**config.mk**
```make
export PLATFORM = sky130hd
export DESIGN_NAME = serial_a_paralelo_align
export DESIGN_NICKNAME = d
export VERILOG_FILES = /design/src/rtl/serial_a_paralelo_align.sv
export SDC_FILE = /design/constraint.sdc
export NUM_CORES = 1
export LEC_CHECK = 0
export CAP_MARGIN = 20
export CORE_MARGIN = 10
export CORE_UTILIZATION = 51
export CTS_BUF_LIST = sky130_fd_sc_hd__clkbuf_16
export DETAILED_ROUTE_END_ITERATION = 6
export GPL_ROUTABILITY_DRIVEN = 0
export PLACE_DENSITY = 0.85
export SLEW_MARGIN = 20
export SYNTH_ARGS = -nofsm -noshare
export SYNTH_HDL_FRONTEND = slang
export SYNTH_SLANG_ARGS = --single-unit
```
**constraint.sdc**
```tcl
create_clock -name clk_8f -period 1.51 [get_ports clk_8f]
set_clock_uncertainty 0.15 [all_clocks]
set_input_delay 0.2265 -clock clk_8f [delete_from_list [all_inputs] [get_ports clk_8f]]
set_output_delay 0.2265 -clock clk_8f [all_outputs]
set_load 0.005 [all_outputs]
```
**src/rtl/serial_a_paralelo_align.sv**
```systemverilog
// Serial-to-parallel receive front end: hunts for word alignment on a sync nibble,
// locks after SYNC_COUNT aligned syncs, then publishes each word with a valid flag.
module serial_a_paralelo_align #(
    parameter int               WIDTH      = 4,
    parameter logic [WIDTH-1:0] SYNC_WORD  = 4'hC,
    parameter int               SYNC_COUNT = 4
) (
    input  logic             clk_8f,
    input  logic             reset,
    input  logic             data_in,
    output logic [WIDTH-1:0] data_out,
    output logic             valid_out,
    output logic             word_strobe,
    output logic             active
);

    localparam int CW  = (WIDTH > 2) ? $clog2(WIDTH) : 1;
    localparam int SCW = $clog2(SYNC_COUNT + 1);

    typedef enum logic [1:0] {
        HUNT   = 2'd0,
        COUNT  = 2'd1,
        ACTIVE = 2'd2
    } state_t;

    state_t           state;
    logic [WIDTH-1:0] sh;
    logic [CW-1:0]    bit_cnt;
    logic [SCW-1:0]   sync_cnt;

    logic [WIDTH-1:0] w;
    logic             boundary;
    logic             is_sync;

    // w is the shift register including the bit being sampled this edge
    assign w        = {sh[WIDTH-2:0], data_in};
    assign boundary = (bit_cnt == CW'(WIDTH - 1));
    assign is_sync  = (w == SYNC_WORD);

    always_ff @(posedge clk_8f) begin
        if (reset) begin
            state       <= HUNT;
            sh          <= '0;
            bit_cnt     <= '0;
            sync_cnt    <= '0;
            data_out    <= '0;
            valid_out   <= 1'b0;
            word_strobe <= 1'b0;
            active      <= 1'b0;
        end else begin
            sh          <= w;
            bit_cnt     <= boundary ? '0 : bit_cnt + CW'(1);
            // NOTE: default-low strobe; a later non-blocking assignment in this block wins.
            word_strobe <= 1'b0;
            case (state)
                HUNT: begin
                    if (is_sync) begin
                        bit_cnt  <= '0;
                        sync_cnt <= SCW'(1);
                        if (SYNC_COUNT == 1) begin
                            state  <= ACTIVE;
                            active <= 1'b1;
                        end else begin
                            state <= COUNT;
                        end
                    end
                end
                COUNT: begin
                    if (boundary) begin
                        if (is_sync) begin
                            sync_cnt <= sync_cnt + SCW'(1);
                            if (sync_cnt + SCW'(1) == SCW'(SYNC_COUNT)) begin
                                state  <= ACTIVE;
                                active <= 1'b1;
                            end
                        end else begin
                            state    <= HUNT;
                            sync_cnt <= '0;
                        end
                    end
                end
                ACTIVE: begin
                    if (boundary) begin
                        data_out    <= w;
                        valid_out   <= !is_sync;
                        word_strobe <= 1'b1;
                    end
                end
                default: state <= HUNT;
            endcase
        end
    end

endmodule

```
Yosys cells after proc, flatten, opt, wreduce, memory -nomap -nowiden:

Index checks and enable logic that the tools add are counted.

* bits in registers: 17
* bits of input ports: 3
* output and inout bits: 7
* logic and storage cells: 40

* add/subtract/negate cells: 2
* equality and inequality tests: 8
* mux-type cells: 13
* bitwise operators: 1
* reduce and logical (&&, ||, !) cells: 8

Operators by type and width (number)
* 2-bit two-way mux: 7
* 3-bit two-way mux: 3
* 4-bit AND reduction: 2
* 2-bit case mux with 3 select lines: 1
* 3-bit case mux with 2 select lines: 1
* 2-bit == test, second input constant: 2
* 4-bit == test, second input constant: 1
* 2-bit != test, second input constant: 2
* 3-bit by 1-bit adder with 3-bit output, second input constant: 1
* 3-bit == test, second input constant: 1
* 3-bit != test, second input constant: 1
* 3-bit AND reduction: 1
* 2-bit by 1-bit adder with 2-bit output, second input constant: 1
* 2-bit by 1-bit == test with 1-bit output, second input constant: 1
* 2-bit logical NOT: 1
* 2-bit AND reduction: 1
* 2-bit nonzero test: 1
* 2-bit OR reduction: 1
* 1-bit logical NOT: 1
* 1-bit two-way mux: 1
* 1-bit inverter: 1

Depth between registers and ports, before layout:

Gate-level depths: netlist (run 1).

* depth after elaboration: 6
* mapped depth: 4
* depth with buffers taken out: 4

Worst setup path after synthesis (run 1):

OpenSTA, ideal clock, no wires.

* path kind: register to register
* from: reg sync_cnt[0]
* to: reg sync_cnt[2]
* library setup time: 0.077 ns
* data arrival time: 1.124 ns
* data required time: 1.283 ns
* setup slack: 0.159 ns
* stages on the path, launching flop included: 5
* buffers on the path: 0
* period minus slack after synthesis: 1.351 ns
* cell sequence: dfxtp_1 -> ha_1 -> nand4b_1 -> or3_1 -> a41oi_2

* longest elaborated chain between the ends: 4

Ends and longest elaborated chain
* start, declared: RTL line 29 `logic [SCW-1:0] sync_cnt;`
* start signal, assigned: RTL line 71 `sync_cnt <= sync_cnt + SCW'(1);`
* 3-bit by 1-bit adder with 3-bit output: RTL line 71
* 3-bit two-way mux: RTL line 70 `if (is_sync) begin`
* 3-bit two-way mux: RTL line 69 `if (boundary) begin`
* 3-bit case mux with 2 select lines: RTL line 55 `case (state)`

Every way passes these cells. The select of a mux whose other input is x is not followed.
A chain may end at the register's enable or synchronous reset.

Worst setup path in the final report (run 1):

* from: reg data_out[3]
* to: out data_out[3]

RTL lines
* start, declared: RTL line 11 `output logic [WIDTH-1:0] data_out,`
* start signal, assigned: RTL line 84 `data_out <= w;`

No word-level cell between the ends.

==> flow_summary.yaml, run 1 <==
power_and_ir_drop:
  max-vdd-ir-drop_mv: 0.864
  p_clk_share_pct: 50.2
  power_leakage_nw: 0.389
  seqPwrFrac_pct: 45.8
  power_density_mw_per_mm2: 1080
  p_int_mw: 0.834
  combPwrFrac_pct: 4.0
  p_sw_share_pct: 18.2
  fin_total_pwr_mw: 1.02
  switching_power_mw: 0.186
cts:
  clock-root-buffer: "clkbuf_16"
  clk_pin_slew_ps: 50
  clock_sinks: 17
  clock_path_buffers: 2
  htree_levels: 1
  clk_latency_ps: 240
  cts_tree: "built"
  postCtsSetupBuffers: 0
  cts_hold_buf: 0
  cts_buffers: 3
floorplan:
  start_util_pct: 55.3
  io-pin-count: 10
  fp.coreArea_mm2: 0.00133
  dieArea_mm2: 0.00337
  fp.dieH_um: 58.0
  dieWidth_um: 58.0
  std_cell_rows: 13
detailed_routing:
  drt-pass1-iter-count: 4
  drt_iter0_drc: 7
  remaining_drc_errors: 0
  drt-wirelength-per-cell_um: 14.1
  via_per_inst: 5.53
  antenna_left: 0
  drt-total-wl_um: 1400
  vias: 547
placed_design:
  hpwl_um: 1050
  port_buffers: 9
timing:
  tightest_slew_ps: 324
  fmax_mhz: 683
  period_share_pct: 97.0
  setup_viol: 0
  post-route-min-period_ps: 1460
  timing.hold.ws_ps: 293
  drv_slew: 0
  hold_violations: 0
  rsz0062_at_grt: "false"
  slew_headroom_pct: 78.4
yosys:
  synthTopCellsByCount: "17 x dfxtp_1, 8 x nor2_1, 5 x mux2i_1, 5 x nor2b_1, 4 x a21oi_1"
  synth_flop_cell: "dfxtp_1"
  synth_warnings: 0
  synth_area_um2: 737
  synth_nets: 78
  synthCells: 72
  ys_seq_area_share_pct: 46.2
  ys_types: 28
  ys_seq_elements: 17
  yosys.area.top_type_share_pct: 46.2
  yosys-top-cells-area: "dfxtp_1 46%, mux2i_1 6.8%, ha_1 5.1%, nor2b_1 4.2%, nor2_1 4.1%"
  async_flop_share_pct: 0
  syn_area_per_cell_um2: 10.2
  synth-edff-count: 0
  yosysTopAreaCell: "dfxtp_1"
  yosysMostFrequentCell: "dfxtp_1"
worst_setup_path:
  cp_num_buf_inv: 1
  critPathCaptureType: "output port"
  crit_start: "data_out[3]$_SDFFE_PP0P_"
  critPathSlowestCell: "clkdlybuf4s50_1"
  crit_arrival_ps: 1090
  crit_family: "buffers and inverters"
  crit_chain: "clkdlybuf4s50_1"
  critPathMaxFanout: 2
  r2r_start: "sync_cnt[1]$_SDFFE_PP0P_"
  crit_type: "flop to output port"
  crit_path_start_kind: "flop"
  required_ps: 1130
  max_stage_delay_ps: 510
grt:
  grt_antenna_before_repair: 0
  grt_pass1_wl_um: 2420
  grt_pass1_vias: 560
  grt_start_max_net_pins: 12
  grt.overflow.total: 0
  grtUsageTotal_pct: 8.98
layout:
  syn2layout_area_growth_pct: 27.8
  final_layout_size_suffix_gt1_share_pct: 16.7
  ff_latch_area_um2: 342
  multi_input_area_um2: 383
  utilization_pct: 70.6
  diodes: 0
  finalNetCount: 91
  n_fill_cell: 102
worst_hold_path:
  worstHoldPathType: "flop to flop"
  worstHoldStart: "bit_cnt[0]$_SDFF_PP0_"
run:
  cap_violations: 0
run_status:
  status: "complete, no violations"
## layer usage
layer	vias to the layer above	wire [um]	share of wire (%)	global-route usage [%]
li1	279	-	-	-
met5	-	0	0	0
met1	256	611	44	9.36
met2	10	696	50	15.2
met3	2	80	5.7	4.58
met4	0	10	0.72	3.02
## cells by family after synthesis
logic type / Yosys count / synth area share (%)
AND/OR/NAND/NOR: 29 / 27.3
flip-flops: 17 / 46.2
AO/OA/AOI/OAI: 11 / 10.2
buffers and inverters: 6 / 3.23
multiplexers: 5 / 6.79
adder cells (fa/ha/maj): 3 / 5.09
XOR/XNOR: 1 / 1.19
## repair_timing
item / CTS / global route
resized for setup: 0 / 4
endpoints found under the setup margin: 0 / 3
endpoints found under the hold margin: 0 / 0
## sequential cells by signal, summed over array words and instances (netlist names)
signal and flops:
state 2, active 1, data_out 4, sh 3, bit_cnt 2, valid_out 1, sync_cnt 3, word_strobe 1
## power groups by stage
stage | clock network (mW) | registers [mW] | logic [mW]
2_1_floorplan | 0 | 0.474 | 0.0264
3_3_place_gp | 0 | 0.474 | 0.0380
3_5_place_dp | 0 | 0.475 | 0.0409
4_1_cts | 0.524 | 0.466 | 0.0406
5_1_grt | 0.537 | 0.467 | 0.0476
6_report | 0.512 | 0.467 | 0.0408
## metrics by stage
step / TNS [ps] / setup WS, ps / instance area (um2) / instances
final: 0 / 45.0 / 942 / 99
after global routing: 0 / 4.67 / 942 / 99
after CTS: 0 / 23.3 / 931 / 99
after detailed placement: -663 / -165 / 852 / 95
after global placement: -321 / -117 / 852 / 95
after floorplan: 0 / 159 / 737 / 72
## cell usage in the layout (no fill, tap or decap), drive strengths merged, types with 4 or more instances in the layout
| cell type | Yosys | layout |
|---|---|---|
| nor2b | 5 | 5 |
| a21oi | 4 | 4 |
| dfxtp | 17 | 17 |
| nor2 | 8 | 8 |
| mux2i | 5 | 5 |
| clkdlybuf4s50 | 0 | 9 |
## layout make-up
type                    instances  share of cell area [%]
clock inverters                 1                   0.398
clock buffers                   3                    7.97
repair buffers                 12                    12.0
flip-flops and latches         17                    36.3
inverters                       2                   0.797
well taps                      15                    1.99
multi-input cells              49                    40.6
## final timing paths
path / end / slack, ps / cells after the start
worst max register to register: sync_cnt[2]$_SDFFE_PP0P_ / 90 / 4
worst max-delay path: data_out[3] / 50 / 1
worst min-delay path: bit_cnt[0]$_SDFF_PP0_ / 290 / 1
worst min register to register: bit_cnt[0]$_SDFF_PP0_ / 290 / 1
No activity file was read; power rests on OpenSTA's default activity.
==> run 2: changes to the inputs <==
--- a/config.mk
+++ b/config.mk
@@ -6,9 +6,10 @@
 export NUM_CORES = 1
 export LEC_CHECK = 0
 export CAP_MARGIN = 20
-export CORE_MARGIN = 10
+export CORE_MARGIN = 8
 export CORE_UTILIZATION = 51
 export CTS_BUF_LIST = sky130_fd_sc_hd__clkbuf_16
+export CTS_CLUSTER_SIZE = 40
 export DETAILED_ROUTE_END_ITERATION = 6
 export GPL_ROUTABILITY_DRIVEN = 0
 export PLACE_DENSITY = 0.85
==> run 2 against run 1 <==
First-iteration DRC count rose to 3.9 times the previous value. Routed wire length up 9.3%. Design area unchanged. Sequential share of layout area up 0.13 points. Non-clock buffer count unchanged. Critical endpoint is now data_out[2]. Power up 1.5%.
==> flow_summary.yaml, run 2 (synthesis results as in run 1) <==
worst_setup_path:
  required_ps: 1130
  cp_num_buf_inv: 1
  crit_path_start_kind: "flop"
  crit_family: "buffers and inverters"
  crit_arrival_ps: 1100
  crit_chain: "clkdlybuf4s50_1"
  reg2regPathDepth: 4
  critPathCaptureType: "output port"
  reg2reg_to: "sync_cnt[2]$_SDFFE_PP0P_"
  r2r_start: "bit_cnt[0]$_SDFF_PP0_"
  critPathMaxFanout: 2
  critPathSlowestCell: "clkdlybuf4s50_1"
  max_stage_delay_ps: 510
  crit_type: "flop to output port"
  r2r_slack_ps: 90
worst_hold_path:
  hold_depth: 2
  worstHoldStart: "data_in"
  min_to: "sh[0]$_SDFF_PP0_"
  worstHoldPathType: "input pin to flop"
placed_design:
  pre_cts_ws_ps: -192
  port_buffers: 9
  hpwl_um: 1010
  dp_cells: 95
detailed_routing:
  remaining_drc_errors: 0
  via_per_inst: 5.94
  drt-wirelength-per-cell_um: 15.4
  antenna_left: 0
  drt-total-wl_um: 1530
  drt_iter0_drc: 27
  vias: 588
  drt-pass1-iter-count: 4
timing:
  slew_headroom_pct: 79.5
  finalWorstSetupSlack_ps: 31.8
  drv_slew: 0
  tightest_slew_ps: 306
  post-route-min-period_ps: 1480
  setup_viol: 0
  period_share_pct: 97.9
  rsz0062_at_grt: "false"
  hold_violations: 0
  fmax_mhz: 676
layout:
  diodes: 0
  largest_register: "data_out"
  utilization_pct: 70.6
  final_cell_mix: "15 x dfxtp_1, 8 x nor2_1, 8 x clkdlybuf4s50_1"
  syn2layout_area_growth_pct: 27.8
  largest_reg_flops: 4
  final_layout_size_suffix_gt1_share_pct: 17.9
  final_common_cell: "dfxtp_1"
  largestRegisters: "data_out: 4 flops, sh: 3 flops, sync_cnt: 3 flops"
  final_cell_count_no_fill: 99
  finalNetCount: 91
cts:
  clock_sinks: 17
  postCtsSetupBuffers: 0
  htree_levels: 1
  clock_path_buffers: 2
  clock-root-buffer: "clkbuf_16"
  clk_pin_slew_ps: 50
  cts_buffers: 3
  clk_latency_ps: 250
  cts_tree: "built"
floorplan:
  fp.coreArea_mm2: 0.00133
  io-pin-count: 10
  start_util_pct: 55.3
  fp.dieH_um: 54.0
  dieArea_mm2: 0.00292
  dieWidth_um: 54.0
  std_cell_rows: 13
grt:
  grt_pass1_wl_um: 2460
  grt.overflow.total: 0
  grtUsageTotal_pct: 11.9
  grt_start_max_net_pins: 12
  grt_antenna_before_repair: 0
  grt_pass1_vias: 565
power_and_ir_drop:
  power_leakage_nw: 0.393
  fin_total_pwr_mw: 1.03
  max-vdd-ir-drop_mv: 0.676
  power_density_mw_per_mm2: 1100
run:
  cap_violations: 0
run_status:
  status: "complete, no violations"
run 2: worst max-delay path by stage:
stage	from	end	slack, ps	depth (start not counted)
floorplan	sync_cnt[0]$_SDFFE_PP0P_	sync_cnt[2]$_SDFFE_PP0P_	160	4
global placement	data_in	sync_cnt[2]$_SDFFE_PP0P_	-120	4
detailed placement	data_in	sync_cnt[2]$_SDFFE_PP0P_	-190	4
CTS	data_out[2]$_SDFFE_PP0P_	data_out[2]	30	1
global route	data_out[2]$_SDFFE_PP0P_	data_out[2]	9	1
finish	data_out[2]$_SDFFE_PP0P_	data_out[2]	30	1
run 2: timing repair:
item,CTS,global route
setup endpoints to repair,0,1
hold endpoints to repair,0,0
hold buffers,0,0
resized for setup,0,5
run 2: metrics by stage:
stage	TNS, ps	hold WS, ps	area, um2
after floorplan	0	205	737
after global placement	-310	263	852
after detailed placement	-696	274	852
after CTS	0	281	932
after global routing	0	194	942
final	0	180	942
run 2: worst reg2reg max path, cell delays in order (launching register included):
cell and delay [ps]:
dfxtp_1 330, ha_2 250, nand4b_1 100, or3_1 340, a41oi_2 180
run 2: report_power, final:
group          switching [mW]  internal, mW
clock                   0.173         0.354
sequential            0.00682         0.459
combinational          0.0183        0.0227
run 2: layout make-up:
cell class                 count  area (um2)
fill                         100         392
inverter                       2        7.51
sequential                    17         343
clock buffer                   3        75.1
timing repair buffer          12         115
multi-input combinational     49         378
clock inverter                 1        5.00
tap                           15        18.8
run 2: metal layers:
metal  vias to the layer above  part of all wire, %  track usage [%]
met1                       276                   43             12.5
met2                        21                   47             19.3
met3                         7                  5.9             3.31
met4                         0                  3.9             9.84
li1                        284                    -                -
met5                         -                    0                0
==> edit 1, RTL diff (settings of run 2) <==
The parameter `WIDTH` goes from 4 to 8.
--- a/src/rtl/serial_a_paralelo_align.sv
+++ b/src/rtl/serial_a_paralelo_align.sv
@@ -2,5 +2,5 @@
 // locks after SYNC_COUNT aligned syncs, then publishes each word with a valid flag.
 module serial_a_paralelo_align #(
-    parameter int               WIDTH      = 4,
+    parameter int               WIDTH      = 8,
     parameter logic [WIDTH-1:0] SYNC_WORD  = 4'hC,
     parameter int               SYNC_COUNT = 4
Interface: changed (resized data_out); port bits go from 10 to 14. The function was not compared with the original's and may differ.
==> edit 1 against run 2 <==
  * The flow now finishes with violations (negative setup slack)
  * Power up 50%
  * Cell area up 71%
  * Sequential power up 52%
  * Fmax down 17%
  * Count of clock-buffer cells in the layout unchanged
  * Routed wire length up 82%
  * Worst setup slack worse by 0.31 ns
  * Sequential cell count up 9
  * Synthesized area up 43%
  * Non-clock buffer count up 28
  * Final cell count up 71%
  * Synthesized cell count up 43%
  * Critical endpoint is now state[1]
==> edit 1: results (changes against run 2) <==
| Metric | Value |
|---|---|
| Post-CTS Resized | 13 (+13) |
| Seq/Total Area, Yosys | 0.495 (+0.0334) |
| Max stage delay on crit path | 0.57 ns (+0.06 ns) |
| Worst Hold Path Cells | 3 (+1) |
| Post-synthesis cell type count | 32 (+14%) |
| Routed wl met3 | 156 um (+73%) |
| Signal buffers | 40 (+28) |
| Status | complete, but fails checks |
| Largest registers | data_out (8), sh (7) |
| Worst-margin pin slew | 0.350 ns (+0.0433 ns) |
| Met2 WL | 1.46 mm (+100%) |
| Setup ws final | -0.274 ns (-0.306 ns) |
| Nets | 150 (+65%) |
| Violated checks | negative setup slack |
| Sequential share of cell area | 0.327 (-0.0365) |
| Total setup buffers inserted after CTS | 2 (+2) |
| Switching portion of total power | 0.185 (-0.00702) |
| Final setup fails | 8 (+8) |
| Syn Inst Count | 103 (+43%) |
| Static leakage | 0.773 nW (+97%) |
| Vias per inst | 5.41 (-8.8%) |
| NonClk Buf Share | 0.224 (+0.102) |
| Fill count | 111 (+11%) |
| Met2 usage | 0.257 (+0.0637) |
| Syn_nets | 110 (+41%) |
| Met3 usage in global routing | 0.0418 (+0.00870) |
| Arrival time at the worst endpoint | 1.83 ns (+0.73 ns) |
| Clk tree area frac | 0.0653 (-0.0197) |
| Setup TNS | -1.13 ns (-1.13 ns) |
| Reg2reg path depth | 3 (-1) |
| I/O Buffers | 13 (+4) |
| Placed cell area | 0.00136 mm2 (+59%) |
| Layout area overhead | 53.1% |
| Slowest CP cell | or4_4 |
| Maximum VDD drop | 0.847 mV (+25%) |
| Share of cells above drive strength 1 | 0.345 (+0.166) |
| First-pass GRT wire length | 4.13 mm (+68%) |
| Multi-input logic portion of the cell area | 0.355 (-0.0457) |
| Largest net degree at the start of global routing | 21 (+9) |
| Place WS | -0.550 ns (-0.358 ns) |
[edit 1: changes by cell type in the layout (fill, tap and decap cells not counted), moves of 3 or more]
| cell | delta |
|---|---|
| buf_4 | +19 |
| dfxtp_1 | +6 |
| nor2b_1 | +6 |
| buf_6 | +5 |
| a21oi_1 | -3 |
| dfxtp_2 | +3 |
| dlymetal6s2s_1 | +3 |
| mux2i_1 | +3 |
| nand2_1 | +3 |
[edit 1: final timing paths]
check	start	endpoint	slack (ns)
min reg2reg	valid_out	valid_out	0.32
min	data_in	sh[0]	0.30
max reg2reg	sh[6]	state[1]	-0.27
max	sh[6]	state[1]	-0.27
[edit 1: power by group through the flow]
stage	clock network [mW]	logic [mW]	registers, mW
2_1_floorplan	0	0.0275	0.717
3_3_place_gp	0	0.0535	0.717
3_5_place_dp	0	0.0579	0.717
4_1_cts	0.778	0.0636	0.703
5_1_grt	0.805	0.0808	0.706
6_report	0.773	0.0739	0.706
==> edit 2, RTL diff (flow settings as in run 2) <==
Without the edit above. The 3 states of `state_t` get a one-hot encoding in 3 bits.
--- a/src/rtl/serial_a_paralelo_align.sv
+++ b/src/rtl/serial_a_paralelo_align.sv
@@ -18,8 +18,8 @@
     localparam int SCW = $clog2(SYNC_COUNT + 1);
 
-    typedef enum logic [1:0] {
-        HUNT   = 2'd0,
-        COUNT  = 2'd1,
-        ACTIVE = 2'd2
+    typedef enum logic [2:0] {
+        HUNT   = 3'b001,
+        COUNT  = 3'b010,
+        ACTIVE = 3'b100
     } state_t;
 
Formal check against the unedited RTL: no difference found for any inputs over 10 cycles, from zero or initial values and one cycle with reset high; not proved beyond that.
==> edit 2 against run 2 <==
  * Cell area grew 19%
  * Count of clock-buffer cells in the layout is the same
  * Worst setup slack gained 0.0069 ns
  * Non-clock buffer count rose by 6
  * Routed wire length up 29%
  * Synthesized area is 13% higher
  * Highest routed layer unchanged
  * Sequential power increased by 5.6%
  * Power up 3.7%
  * Sequential cell count is 1 higher
==> edit 2: results (changes against run 2) <==
| Metric | Value |
|---|---|
| Max stage delay on crit path | 0.51 ns (about the same) |
| Final Core Density | 0.733 (+0.0268) |
| Routed wl met3 | 60 um (-33%) |
| I/O Buffers | 9 (unchanged) |
| Post-synthesis cell type count | 36 (+29%) |
| Seq/Total Area, Yosys | 0.434 (-0.0281) |
| Total setup buffers inserted after CTS | 1 (+1) |
| Post-DP HPWL | 1.32 mm (+30%) |
| Compound-Gate Fraction of Synth Area | 0.163 (+0.0608) |
| Seq_cells | 18 (+1) |
| R2R Path Start | sync_cnt[0] |
| Overall routed net length | 1.97 mm (+29%) |
| Arrival time at the worst endpoint | around 1.1 ns |
| Clock share of power | 0.496 (-0.014) |
| NonClk Buf Share | 0.140 (+0.0178) |
| Vias in the first global route | 655 (+16%) |
| Initial DRC Count | 12 (-56%) |
| Post-synthesis adder-cell area fraction | 0.0452 (-0.00575) |
| Final hold slack | 0.267 ns (+0.0867 ns) |
| Syn_nets | 84 (+7.7%) |
| Synth Area in XOR/XNOR | 0 (-0.0119) |
| Met3 usage in global routing | 0.0427 (+0.00964) |
| Status | finished clean |
| Nets | 105 (+15%) |
| Signal buffers | 18 (+6) |
| Share of cells above drive strength 1 | 0.337 (+0.158) |
| Met2 usage | 0.212 (+0.0193) |
| Routed metal-1 wire length | 838 um (+28%) |
| First-pass GRT wire length | 3.19 mm (+30%) |
| Static leakage | 0.425 nW (+8.1%) |
| Sequential power | 0.492 mW (+5.6%) |
| Place WS | -0.331 ns (-0.140 ns) |
| Maximum VDD drop | 0.844 mV (+25%) |
| Commonest cells post-synth | 18 x dfxtp_1, 7 x nor2_1, 6 x nor2b_1 |
| Met2 WL | 1.03 mm (+42%) |
| Switching portion of total power | 0.196 (+0.00433) |
| Gr usage total | 0.127 (+0.00779) |
| Post-synthesis mux area share | 0.0602 (-0.00767) |
| Clk tree area frac | 0.0705 (-0.0144) |
| Ranking of synthesized cells by area | dfxtp_1 43%, mux2i_1 6.0%, ha_1 4.5% |
| Worst-path clk slew | 0.05 ns (about the same) |
| Fill count | 110 (+10%) |
| Worst-Skew Late Latency | 0.25 ns (about the same) |
| Count of multi-input gates | 55 (+12%) |
| GR Util met1 | 0.138 (+0.0132) |
| Inverter count | 3 (+1) |
| Area of the multi-input gates | 488 um2 (+29%) |
| Syn Inst Count | 78 (+8.3%) |
## edit 2: cell types whose count changed after synthesis, sizes merged, moves of 2 or more
cell    delta
clkbuf     -2
nor2b      +2
nand3b     -3
nand4b     -2
nand4      -2
nor3       +3
and2       -2
## edit 2: cells by family (layout without fill, tap and decap cells)
family | after synthesis | after routing
simple gates | 30 | 30
compound gates | 17 | 17
mux | 5 | 5
fa+ha+maj | 3 | 3
flops | 18 | 18
buf+inv | 5 | 25
## edit 2: how the worst max path moves through the flow
stage	startpoint	to	slack, ns	cells after the start
2_1_floorplan	bit_cnt[0]	sync_cnt[1]	0.08	5
3_3_place_gp	data_in	state[0]	-0.26	5
3_5_place_dp	data_in	state[0]	-0.33	5
4_1_cts	bit_cnt[0]	sync_cnt[0]	0.006	5
5_1_grt	state[1]	sync_cnt[2]	-0.002	4
6_report	valid_out	valid_out	0.04	1
